===== config.mk =====
export PLATFORM = sky130hd
export DESIGN_NAME = result_uart_tx
export DESIGN_NICKNAME = d
export VERILOG_FILES = /design/src/rtl/tb_defs.sv /design/src/rtl/uart_tx_byte.sv /design/src/rtl/result_uart_tx.sv
export SDC_FILE = /design/constraint.sdc
export NUM_CORES = 1
export LEC_CHECK = 0
export ABC_AREA = 1
export CAP_MARGIN = 0
export CORE_MARGIN = 2
export CORE_UTILIZATION = 40
export DETAILED_ROUTE_END_ITERATION = 8
export SETUP_SLACK_MARGIN = 0.15
export SYNTH_ARGS = -nofsm -noshare
export SYNTH_HDL_FRONTEND = slang
export SYNTH_SLANG_ARGS = --single-unit
export TNS_END_PERCENT = 10

===== constraint.sdc =====
create_clock -name clk -period 2.7 [get_ports clk]
set_clock_uncertainty 0.05 [all_clocks]
set_input_delay 0.81 -clock clk [delete_from_list [all_inputs] [get_ports clk]]
set_output_delay 0.81 -clock clk [all_outputs]
set_load 0.01 [all_outputs]

===== src/rtl/tb_defs.sv =====
// Shared constants for the result reporter: sync marker,
// UART frame size and controller state encodings.
package tb_defs;

    localparam logic [7:0] SYNC_BYTE  = 8'hA5;
    localparam int         FRAME_BITS = 10;

    localparam logic [1:0] ST_IDLE = 2'd0;
    localparam logic [1:0] ST_SEND = 2'd1;
    localparam logic [1:0] ST_DONE = 2'd2;

endpackage


===== src/rtl/uart_tx_byte.sv =====
// 8N1 byte serialiser. Ready rises while the stop bit is in its
// final cycle so a following byte starts with no idle gap.
module uart_tx_byte
    import tb_defs::*;
#(
    parameter int CLKS_PER_BIT = 434
) (
    input  logic       clk,
    input  logic       reset,
    input  logic       i_valid,
    input  logic [7:0] i_byte,
    output logic       o_ready,
    output logic       o_tx
);

    localparam int CW = $clog2(CLKS_PER_BIT);

    logic          r_busy;
    logic [CW-1:0] r_cnt;
    logic [3:0]    r_bit;
    logic [8:0]    r_shift;
    logic          r_tx;

    logic w_bit_end;
    logic w_last;
    logic w_accept;

    assign w_bit_end = (r_cnt == CW'(CLKS_PER_BIT - 1));
    assign w_last    = (r_bit == 4'(FRAME_BITS - 1));
    assign o_ready   = !r_busy || (w_bit_end && w_last);
    assign w_accept  = i_valid && o_ready;
    assign o_tx      = r_tx;

    always_ff @(posedge clk) begin
        if (reset) begin
            r_busy  <= 1'b0;
            r_cnt   <= '0;
            r_bit   <= '0;
            r_shift <= '1;
            r_tx    <= 1'b1;
        end else if (w_accept) begin
            // Start bit goes out now; the stop bit rides in shift[8].
            r_busy  <= 1'b1;
            r_cnt   <= '0;
            r_bit   <= '0;
            r_shift <= {1'b1, i_byte};
            r_tx    <= 1'b0;
        end else if (r_busy) begin
            if (w_bit_end) begin
                r_cnt <= '0;
                if (w_last) begin
                    r_busy <= 1'b0;
                    r_tx   <= 1'b1;
                end else begin
                    r_bit   <= r_bit + 4'd1;
                    r_tx    <= r_shift[0];
                    r_shift <= {1'b1, r_shift[8:1]};
                end
            end else begin
                r_cnt <= r_cnt + CW'(1);
            end
        end
    end

endmodule


===== src/rtl/result_uart_tx.sv =====
// Snapshots the scoreboard counters and sends them as one framed
// packet: SYNC, data MSB-first, event MSB-first, XOR checksum.
module result_uart_tx
    import tb_defs::*;
#(
    parameter int WIDTH        = 32,
    parameter int CLKS_PER_BIT = 434
) (
    input  logic             clk,
    input  logic             reset,
    input  logic             i_start,
    input  logic [WIDTH-1:0] i_data_ctr,
    input  logic [WIDTH-1:0] i_event_ctr,
    output logic             o_tx,
    output logic             o_busy,
    output logic             o_done
);

    localparam int NB     = WIDTH / 8;
    localparam int NBYTES = 2 * NB + 2;
    localparam int IW     = $clog2(NBYTES + 1);

    logic [1:0]       r_state;
    logic [IW-1:0]    r_idx;
    logic [WIDTH-1:0] r_data;
    logic [WIDTH-1:0] r_event;
    logic [7:0]       r_csum;

    logic       w_start;
    logic       w_valid;
    logic       w_ready;
    logic [7:0] w_byte;

    // Index 0 is SYNC, so the idle mux already presents it on start.
    always_comb begin
        w_byte = SYNC_BYTE;
        for (int i = 0; i < NB; i++) begin
            if (r_idx == IW'(i + 1))
                w_byte = r_data[(NB-1-i)*8 +: 8];
            if (r_idx == IW'(NB + 1 + i))
                w_byte = r_event[(NB-1-i)*8 +: 8];
        end
        if (r_idx == IW'(NBYTES - 1))
            w_byte = r_csum;
    end

    assign w_start = (r_state == ST_IDLE) && i_start;
    assign w_valid = w_start ||
                     ((r_state == ST_SEND) && (r_idx != IW'(NBYTES)));
    assign o_busy  = (r_state == ST_SEND);
    assign o_done  = (r_state == ST_DONE);

    uart_tx_byte #(
        .CLKS_PER_BIT(CLKS_PER_BIT)
    ) u_byte (
        .clk    (clk),
        .reset  (reset),
        .i_valid(w_valid),
        .i_byte (w_byte),
        .o_ready(w_ready),
        .o_tx   (o_tx)
    );

    // r_idx names the next byte to hand over; NBYTES means all handed.
    always_ff @(posedge clk) begin
        if (reset) begin
            r_state <= ST_IDLE;
            r_idx   <= '0;
            r_data  <= '0;
            r_event <= '0;
            r_csum  <= '0;
        end else begin
            case (r_state)
                ST_IDLE: begin
                    if (i_start) begin
                        r_state <= ST_SEND;
                        r_idx   <= IW'(1);
                        r_data  <= i_data_ctr;
                        r_event <= i_event_ctr;
                        r_csum  <= '0;
                    end
                end
                ST_SEND: begin
                    if (w_ready) begin
                        if (r_idx == IW'(NBYTES)) begin
                            r_state <= ST_DONE;
                        end else begin
                            r_idx <= r_idx + IW'(1);
                            if (r_idx <= IW'(NBYTES - 2))
                                r_csum <= r_csum ^ w_byte;
                        end
                    end
                end
                ST_DONE: begin
                    r_state <= ST_IDLE;
                    r_idx   <= '0;
                end
                default: begin
                    r_state <= ST_IDLE;
                    r_idx   <= '0;
                end
            endcase
        end
    end

endmodule


Word-level counts from Yosys, hierarchy flattened
Index checks and enable logic that the tools add are counted.

word-level totals
  memories = 0
  bits in latches = 0
  bits in writable memories = 0
  word-level logic and storage cells = 91
  bits in registers = 101
  ROM bits = 0

cells by class
  reduce and logical (&&, ||, !) cells = 19
  add/sub/neg operators = 3
  equality and inequality tests = 21
  $lt $le $gt $ge = 1
  mux-type cells = 35
  shifts and indexed selects = 0
  bitwise gates (word level) = 2
  $mul = 0
  div/mod/pow operators = 0

operators with widths
  operator             number
  $mux 8               17
  $eq 4x3->1 const B   4
  $eq 4x4->1 const B   4
  $pmux 8 s2           1
  $mux 4               3
  $reduce_and 3->1     4
  $add 9x1->9 const B  1
  $eq 9x9->1 const B   1
  $mux 9               1
  $add 4x1->4 const B  2
  $eq 4x2->1 const B   2
  $mux 1               8
  $pmux 4 s2           1
  $xor 8x8->8          1
  $mux 2               3
  $ne 2x1->1 const B   3
  $ne 2x2->1 const B   3
  $reduce_bool 2->1    3
  $reduce_and 5->1     1
  $eq 4x1->1 const B   1
  $le 4x4->1 const B   1
  $logic_and 1x1->1    4
  $ne 4x4->1 const B   1
  $pmux 2 s2           1
  other kinds (8)      10

Depth between registers and ports, before layout
Gate-level depths: netlist (run 1).

  depth in word-level cells = 15
  mapped depth = 18
  depth with buffers taken out = 17

Hierarchy
Synthesis (run 1) repeated with hierarchy kept, for this count alone.

unflattened totals
  cell total of the unflattened synthesis = 747
  area total of the unflattened synthesis = 5033.6 um^2

modules (own cells, without submodules)
  module          seq. area each (um^2)  cells an instance  times used  area each (um^2)
  result_uart_tx  1561.5                 583                1           3834.9
  uart_tx_byte    460.4                  164                1           1198.6

Least setup slack after synthesis (run 1)
No wires, ideal clock.

  path kind = in2reg
  from = input port i_start
  to = register u_byte.r_cnt[2]
  path slack = 0.760 ns
  data arrival time = 1.811 ns
  required time = 2.570 ns
  stages on the path = 9
  path buffers = 0
  cells stage by stage = nor2_2 -> nor2_2 -> inv_2 -> nand2_1 -> nand2_2 -> inv_2 -> nor2_4 -> nand2_1 -> nor3b_1

between the ends
  word-level cells in the longest chain between the ends = 4

ends and longest elaborated chain
  what                       line                  text
  start: declaration         result_uart_tx.sv:11  input logic i_start,
  $logic_and 1x1->1          result_uart_tx.sv:47  assign w_start = (r_state == ST_IDLE) && i_start;
  $logic_or 1x1->1           result_uart_tx.sv:48  assign w_valid = w_start ||
  $logic_and 1x1->1          uart_tx_byte.sv:31    assign w_accept = i_valid && o_ready;
  $reduce_or 2->1 (no line)  --
  end signal: assignment     uart_tx_byte.sv:60    r_cnt <= r_cnt + CW'(1);
  end: declaration           uart_tx_byte.sv:19    logic [CW-1:0] r_cnt;

Every way passes these cells.
A chain may end at the register's enable or synchronous reset.

Worst setup path after layout (run 1)
  from = register r_state[1]
  to = output port o_done

between the ends
  word-level cells in the longest chain between the ends = 1

ends and longest elaborated chain
  what                      line                  text
  start: declaration        result_uart_tx.sv:23  logic [1:0] r_state;
  start signal: assignment  result_uart_tx.sv:67  r_state <= ST_IDLE;
  start signal: assignment  result_uart_tx.sv:76  r_state <= ST_SEND;
  start signal: assignment  result_uart_tx.sv:86  r_state <= ST_DONE;
  $eq 2x2->1                result_uart_tx.sv:51  assign o_done = (r_state == ST_DONE);
  end: declaration          result_uart_tx.sv:16  output logic o_done

Every way passes these cells.

==> reports/qor.csv, run 1 <==
metric,value,unit
worst-path fanout max,5,
HPWL Detailed,8.28,mm
Power Density,742,nW/um^2
post-synth top area share,0.418,
Ys Warns,0,
period utilization,0.878,
Post-Synth XOR/XNOR Area,0.0109,
clock sink total,101,
Final min period,2370,ps
effective utilization at floorplan,0.406,
Critical Path AT,1510,ps
wire per inst,12.6,microns
Synth cell types,32,
mux share of post-synthesis cell area,0,
Core ar.,11900,sq um
CP Launch Type,register,
syn_area_per_cell,6.83,sq um
Die Ht,114,microns
Final ANT Viol Nets,0,
Synth Area in Compound Gates,0.161,
Multi-input gate area,2320,sq um
DRC Markers,0,
Post-Place Cell Area,5670,sq um
I/O pin count,70,
final std cells w/o fill,920,
Hold Slack,401,ps
total grt overflow,0,
Min-Delay Path Class,reg2reg,
Critical Path RT,1840,ps
WL final,11.6,mm
Critical Path Slowest Stage Cell,clkdlybuf4s50_1,
Power Total,4.44,mW
fill cell count,1273,
"count leader, synth",nand2_1,
Worst Tran Pin Value,574,ps
setup tns final,0,ps
Synth Area in Simple Gates,0.287,
outcome,finished clean,
"Seq/Total Area, Yosys",0.418,
first-pass GRT wire length,19.3,mm
largest net degree at the start of global routing,97,
Slew HR,0.617,
dominant synthesized flop cell,dfxtp_1,
Die W,114,microns
WS Path Type,reg2out,
Post-CTS Setup Bufs,0,
overall fraction of global-route tracks in use,0.186,
Vias,4528,
DIE AREA,13000,sq um
post-route cell area,5980,sq um
H-tree levels,3,
Post-synth ARST share,0,
ant diodes,0,
Final Hold Fails,0,
largest cells by area after synthesis,"dfxtp_1 42%, nand2_1 8.7%, o21ai_0 8.4%",
Clock transition at path regs,70,ps
RD Place Congestion,0.815,
fin nets,843,
CTS Buf Count,9,
met2 usage in global routing,0.301,
unrepaired setup endpoints after global routing,false,
CTS tree,built,
Sequential cell area,2020,sq um
"EDFF count, synth",0,
DR pass1 iterations,5,
Max Slew Vio Count,0,
busiest grt layer,met2,
met1 Track Usage GR,0.246,
clock latency on the worst-skew pair,350,ps
cell taking the most area after synthesis,dfxtp_1,
number of global-route vias before repair,4197,
GR Util met3,0.0526,
maximum VDD drop,473,uV
Synth Register Bits,101,
Leak Pwr,2.50,nW
Max clock buf depth,2,
f_max,422,MHz
most frequent cells after synthesis,"112 x nand2_1, 107 x nor2_1, 101 x dfxtp_1, 81 x inv_1, 81 x o21ai_0",
Mapped Area,4830,sq um
combinational family with the most area after synthesis,simple AND/OR/NAND/NOR gates,
final number of setup-violating endpoints,0,
maxcap violations,0,
# placed instances,904,
Synth-to-Final Area Change,23.7,%
final setup margin,328,ps
CP peak stage delay,560,ps
layout cells sized above 1,0.0789,
via density per instance,4.92,
Synth Area in Adders,0.0207,
Util after Layout,0.502,
CTS Root Cell,clkbuf_16,
Starting DRT DRC Count,236,
syn nets,783,
Setup WS pre-CTS,58.4,ps
Port Buffers,69,
worst-path cell chain,inv_1 > nor2_1 > clkdlybuf4s50_1,
FP Rows,40,
Synth Instances,708,
initial antenna violation count,0,
CP endpoint kind,output pin,
## layer usage
metal / up-vias / wire length, microns
li1: 2394 / -
met1: 2033 / 5360
met2: 92 / 5500
met3: 9 / 594
met4: 0 / 119
met5: - / 0
## power breakdown
part / internal [mW] / switching [mW] / total, mW
registers: 1.78 / 0.135 / 1.92
clock network: 0.740 / 0.568 / 1.31
logic: 0.439 / 0.773 / 1.21
## critical path: cells and delay by family, from the launching register on
family	cells	cell delay, ps
buf+inv	2	640
flops	1	430
simple gates	1	100
## registers in the layout, indices dropped and copies added, names as in the netlist
register	count
r_idx	4
r_event	32
r_csum	8
u_byte.r_bit	4
u_byte.r_cnt	9
r_data	32
u_byte.o_tx	1
u_byte.r_shift	8
r_state	2
u_byte.r_busy	1
## kinds of logic (layout without fill, tap and decap cells)
family,after synthesis,after routing
AND/OR/NAND/NOR,313,313
AO/OA/AOI/OAI,153,153
adder cells (fa/ha/maj),8,8
XOR/XNOR,6,6
buffers and inverters,127,192
flip-flops,101,101
## final timing paths
| path | startpoint | endpoint | slack (ps) | depth (start not counted) |
|---|---|---|---|---|
| worst max-delay path | r_state[1] | o_done | 330 | 3 |
| worst min-delay path | r_event[0] | r_event[0] | 400 | 2 |
| worst max register to register | r_idx[1] | r_csum[3] | 530 | 13 |
| worst min register to register | r_event[0] | r_event[0] | 400 | 2 |
## cells in the final DEF, fill, tap and decap left out
master,count
a21oi_1,61
a21oi_2,1
a31oi_1,1
buf_12,2
buf_4,6
bufinv_16,1
clkbuf_16,9
clkbuf_8,1
clkdlybuf4s50_1,68
clkinv_2,2
clkinvlp_4,3
dfxtp_1,101
dlymetal6s2s_1,1
ha_1,8
inv_1,81
inv_2,18
nand2_1,112
nand2_2,2
nand3_1,55
nand3_2,1
nand3b_1,2
nand4_1,10
nor2_1,106
nor2_2,8
nor2_4,4
nor2_8,1
nor3_1,5
nor3_2,2
nor3b_1,4
o21a_1,1
o21ai_0,81
o21ai_1,6
o221ai_1,1
o22ai_1,1
or2_0,1
xnor2_1,2
xor2_1,4
## timing repair
action / in CTS / in global routing
setup endpoints to repair: 1 / 1
hold buffers: 0 / 0
resized for setup: 1 / 1
## cell type report
| cell class | count | share of cell area |
|---|---|---|
| sequential | 101 | 0.338 |
| tap | 147 | 0.0308 |
| timing repair buffer | 77 | 0.130 |
| multi-input combinational | 480 | 0.388 |
| inverter | 99 | 0.0622 |
| clock buffer | 10 | 0.0400 |
| clock inverter | 6 | 0.0105 |
Power figures use the tool's default switching activity.
==> run 2: changes to the inputs <==
Settings changed: PLACE_DENSITY set to 0.7.
==> run 2 against run 1 <==
Sequential share of layout area about the same. Highest routed layer unchanged. Maximum frequency shrank 2.2%. First-iteration DRC count increased by 11%. Combinational power hardly changed. Final cell count is 0.22% higher. Clock power fell by 5%. Setup slack got worse by 53 ps. Wire length is 3.3% lower. Die area unchanged. Worst hold slack improved by 1.9 ps.
==> reports/qor.csv, run 2 (same netlist as run 1, synthesis figures left out) <==
metric,value,unit
outcome,finished clean,
CP peak stage delay,570,ps
Slew HR,0.640,
Net Sw Frac,0.344,
total grt overflow,0,
number of global-route vias before repair,4177,
DIE AREA,13000,sq um
wire per inst,12.1,microns
Power Density,736,nW/um^2
layout cells sized above 1,0.0800,
Setup crit start,r_state[0],
CTS Buf Count,9,
Critical Path AT,1570,ps
Final ANT Viol Nets,0,
critical path's top delay family,buffers and inverters,
cell depth of the worst setup path,3,
Port Buffers,69,
Worst Tran Pin Value,540,ps
Clock transition at path regs,70,ps
clock share of power,0.285,
post-route cell area,5970,sq um
Seq pwr share,0.436,
Min-Delay Path Class,reg2reg,
Util after Layout,0.502,
top flop regs,"r_data x32, r_event x32, u_byte.r_cnt x9",
clock latency on the worst-skew pair,350,ps
fin nets,845,
H-tree levels,3,
FP Rows,40,
first-pass GRT wire length,19.2,mm
Vias,4560,
Die W,114,microns
Internal,2.88,mW
maximum VDD drop,304,uV
Met2 Wirelength,5.01,mm
Core ar.,11900,sq um
CP endpoint kind,output pin,
Final Hold Fails,0,
final number of setup-violating endpoints,0,
I/O pin count,70,
Worst R2R Path Depth,12,
"commonest cells after routing, fill and taps aside","112 x nand2_1, 106 x nor2_1, 101 x dfxtp_1",
largest net degree at the start of global routing,97,
Hold Path Depth,2,
setup tns final,0,ps
worst reg2reg startpoint,r_idx[0],
Sw Pwr,1.51,mW
HPWL Detailed,7.95,mm
Max Slew Vio Count,0,
crit path buf inv count,2,
Final min period,2430,ps
DRC Markers,0,
DR pass1 iterations,5,
RD Place Congestion,0.869,
met1 WL,5.48,mm
Max clock buf depth,2,
WL final,11.2,mm
Top Layer Used,met4,
"Hold-fix buffers, CTS",0,
WS Path Type,reg2out,
overall fraction of global-route tracks in use,0.183,
Synth-to-Final Area Change,23.6,%
CP Launch Type,register,
Critical Path Slowest Stage Cell,clkdlybuf4s50_1,
Leak Pwr,2.49,nW
worst reg2reg setup slack,530,ps
maxcap violations,0,
worst-path cell chain,inv_1 > nor2_4 > clkdlybuf4s50_1,
f_max,412,MHz
effective utilization at floorplan,0.406,
unrepaired setup endpoints after global routing,false,
met3 wire length,533,microns
CTS tree,built,
via density per instance,4.95,
ant diodes,0,
initial antenna violation count,0,
combinational power share,0.278,
clock sink total,101,
Die Ht,114,microns
hold path start,r_event[3],
"leading cell type in the layout, fill and taps excluded",nand2_1,
Starting DRT DRC Count,261,
Critical Path RT,1840,ps
period utilization,0.898,
CTS Root Cell,clkbuf_16,
Post-Place Cell Area,5690,sq um
worst-path fanout max,5,
[run 2: worst paths after layout]
| path | to |
|---|---|
| setup / recovery | o_busy |
| hold / removal | r_event[3] |
| setup reg to reg | r_csum[4] |
| hold reg to reg | r_event[3] |
[run 2: timing repair]
| action | in CTS | in global routing |
|---|---|---|
| resized for setup | 1 | 1 |
| endpoints found under the setup margin | 1 | 1 |
| setup buffers | 0 | 0 |
[run 2: worst min-delay path, cell delays in order (launching register included)]
cell     delay [ps]
dfxtp_1         300
inv_1            60
a21oi_1          50
[run 2: power by group through the flow]
stage	Clock (mW)	Combinational [mW]	Sequential, mW
finish	1.25	1.22	1.92
global route	1.34	1.41	1.95
CTS	1.28	1.23	1.92
detailed placement	0	1.22	1.94
global placement	0	1.21	1.94
floorplan	0	0.857	1.90
[run 2: metrics by stage]
| stage | std cells | hold slack [ps] | setup WS [ps] | power [mW] |
|---|---|---|---|---|
| finish | 922 | 403 | 275 | 4.39 |
| global route | 922 | 432 | 185 | 4.70 |
| CTS | 922 | 404 | 202 | 4.42 |
| detailed placement | 906 | 391 | 244 | 3.16 |
| global placement | 906 | 386 | 288 | 3.15 |
| floorplan | 708 | 375 | 760 | 2.76 |
[run 2: final cells by class]
type                            instances  area [sq um]
Fill cell                            1225          5940
Multi-Input combinational cell        480          2330
Sequential cell                       101          2020
Timing Repair Buffer                   79           791
Inverter                               99           372
Clock buffer                           10           229
Tap cell                              147           184
Clock inverter                          6          51.3
[run 2: metal layers]
metal | GRT usage | vias up
met4 | 0.0504 | 0
met2 | 0.291 | 114
li1 | - | 2395
met3 | 0.0409 | 17
met5 | 0 | -
met1 | 0.250 | 2034
==> run 3: changes to the inputs <==
Settings changed: MAX_ROUTING_LAYER set to met4.
==> run 3 against run 2 <==
Via count decreased by 0.75%. Final cell count unchanged. Non-clock buffer count unchanged. Critical path type unchanged.
==> reports/qor.csv, run 3 (same netlist as run 1, synthesis figures left out) <==
metric,value,unit
first-pass GRT wire length,19.2,mm
Sw Pwr,1.52,mW
overall fraction of global-route tracks in use,0.187,
DIE AREA,13000,sq um
Internal,2.88,mW
WS Path Type,reg2out,
combinational power share,0.279,
Min-Delay Path Class,reg2reg,
layout cells sized above 1,0.0800,
Critical Path AT,1580,ps
Vias,4526,
largest net degree at the start of global routing,97,
final number of setup-violating endpoints,0,
clock sink total,101,
CTS tree,built,
"leading cell type in the layout, fill and taps excluded",nand2_1,
Worst Tran Pin Value,544,ps
"commonest cells after routing, fill and taps aside","112 x nand2_1, 106 x nor2_1, 101 x dfxtp_1",
fin nets,845,
Net Sw Frac,0.345,
CTS Buf Count,9,
maximum VDD drop,305,uV
Critical Path RT,1840,ps
CTS Root Cell,clkbuf_16,
CP endpoint kind,output pin,
Starting DRT DRC Count,234,
top flop regs,"r_data x32, r_event x32, u_byte.r_cnt x9",
CP Launch Type,register,
worst reg2reg setup slack,530,ps
Util after Layout,0.502,
ant diodes,0,
WL final,11.2,mm
initial antenna violation count,0,
Worst R2R Path Depth,12,
HPWL Detailed,7.95,mm
Port Buffers,69,
Leak Pwr,2.49,nW
clock latency on the worst-skew pair,350,ps
wire per inst,12.2,microns
I/O pin count,70,
Power Density,736,nW/um^2
critical path's top delay family,buffers and inverters,
H-tree levels,3,
Seq pwr share,0.436,
Reg-to-Reg End,r_csum[4],
total grt overflow,0,
effective utilization at floorplan,0.406,
f_max,410,MHz
Max Slew Vio Count,0,
via density per instance,4.91,
DR pass1 iterations,5,
Clock transition at path regs,70,ps
Final min period,2440,ps
worst-path cell chain,inv_1 > nor2_4 > clkdlybuf4s50_1,
Final Hold Fails,0,
worst-path fanout max,5,
FP Rows,40,
crit path buf inv count,2,
Post-CTS Setup Bufs,0,
Hold Path Depth,2,
RD Place Congestion,0.884,
CP peak stage delay,570,ps
maxcap violations,0,
hold path start,r_event[0],
outcome,finished clean,
Synth-to-Final Area Change,23.6,%
period utilization,0.903,
Core ar.,11900,sq um
setup tns final,0,ps
Die Ht,114,microns
unrepaired setup endpoints after global routing,false,
clock share of power,0.285,
number of global-route vias before repair,4174,
final std cells w/o fill,922,
# placed instances,906,
Die W,114,microns
Slew HR,0.637,
Max clock buf depth,2,
hold endpoint,r_event[0],
Critical Path Slowest Stage Cell,clkdlybuf4s50_1,
Final ANT Viol Nets,0,
DRC Markers,0,
worst reg2reg startpoint,r_idx[0],
fill cell count,1225,
==> run 3: cell counts in the layout (fill, tap and decap cells not counted) <==
Identical to the previous run, type by type.
==> run 3: cell type report <==
type | count | area [sq um] | share of cell area
multi-input cells | 480 | 2330 | 0.389
flip-flops and latches | 101 | 2020 | 0.338
clock inverters | 6 | 51.3 | 0.00859
repair buffers | 79 | 791 | 0.132
clock buffers | 10 | 229 | 0.0383
inverters | 99 | 372 | 0.0622
well taps | 147 | 184 | 0.0308
==> run 3: worst max path at each step <==
stage / start / end / slack, ps / cells past startpoint
final: r_state[0] / o_busy / 260 / 3
after detailed placement: i_start / u_byte.r_shift[5] / 240 / 9
after global placement: i_start / u_byte.r_shift[0] / 290 / 9
after floorplan: i_start / u_byte.r_cnt[2] / 760 / 9
after CTS: r_state[0] / o_busy / 200 / 3
after global routing: r_state[0] / o_busy / 180 / 3
==> run 3: power groups by stage <==
stage	clock [mW]	sequential (mW)	combinational [mW]
4_1_cts	1.28	1.92	1.23
2_1_floorplan	0	1.90	0.857
6_report	1.25	1.92	1.23
5_1_grt	1.34	1.95	1.41
3_5_place_dp	0	1.94	1.22
3_3_place_gp	0	1.94	1.21
==> run 3: worst register-to-register path, cell delays in order (launching register included) <==
cell     delay (ps)
dfxtp_1         410
ha_1            200
inv_1            80
nor2_2          450
inv_2           130
nand3_1         150
nand3_1         100
nand2_1          80
nand2_1          80
nand2_1         100
nand3_1          90
nor2_1          100
nor2_1           50
==> run 3: repair_timing <==
action | 4_1_cts | 5_1_grt
gates cloned | 0 | 0
hold buffers | 0 | 0
endpoints found under the setup margin | 1 | 1
endpoints found under the hold margin | 0 | 0
resized for setup | 1 | 1
==> run 3: metrics by stage <==
step / hold slack [ps] / worst slack [ps] / cell area (sq um) / power (mW)
2_1_floorplan: 375 / 760 / 4830 / 2.76
3_3_place_gp: 386 / 288 / 5690 / 3.15
3_5_place_dp: 391 / 244 / 5690 / 3.16
4_1_cts: 404 / 202 / 5970 / 4.42
5_1_grt: 432 / 185 / 5970 / 4.70
6_report: 401 / 262 / 5970 / 4.40
==> run 3: routing by layer <==
metal,up-vias,track usage,routed length [microns]
met5,-,-,0
met4,0,0.0504,157
met1,2012,0.250,5530
met2,103,0.290,5030
li1,2396,-,-
met3,15,0.0399,497
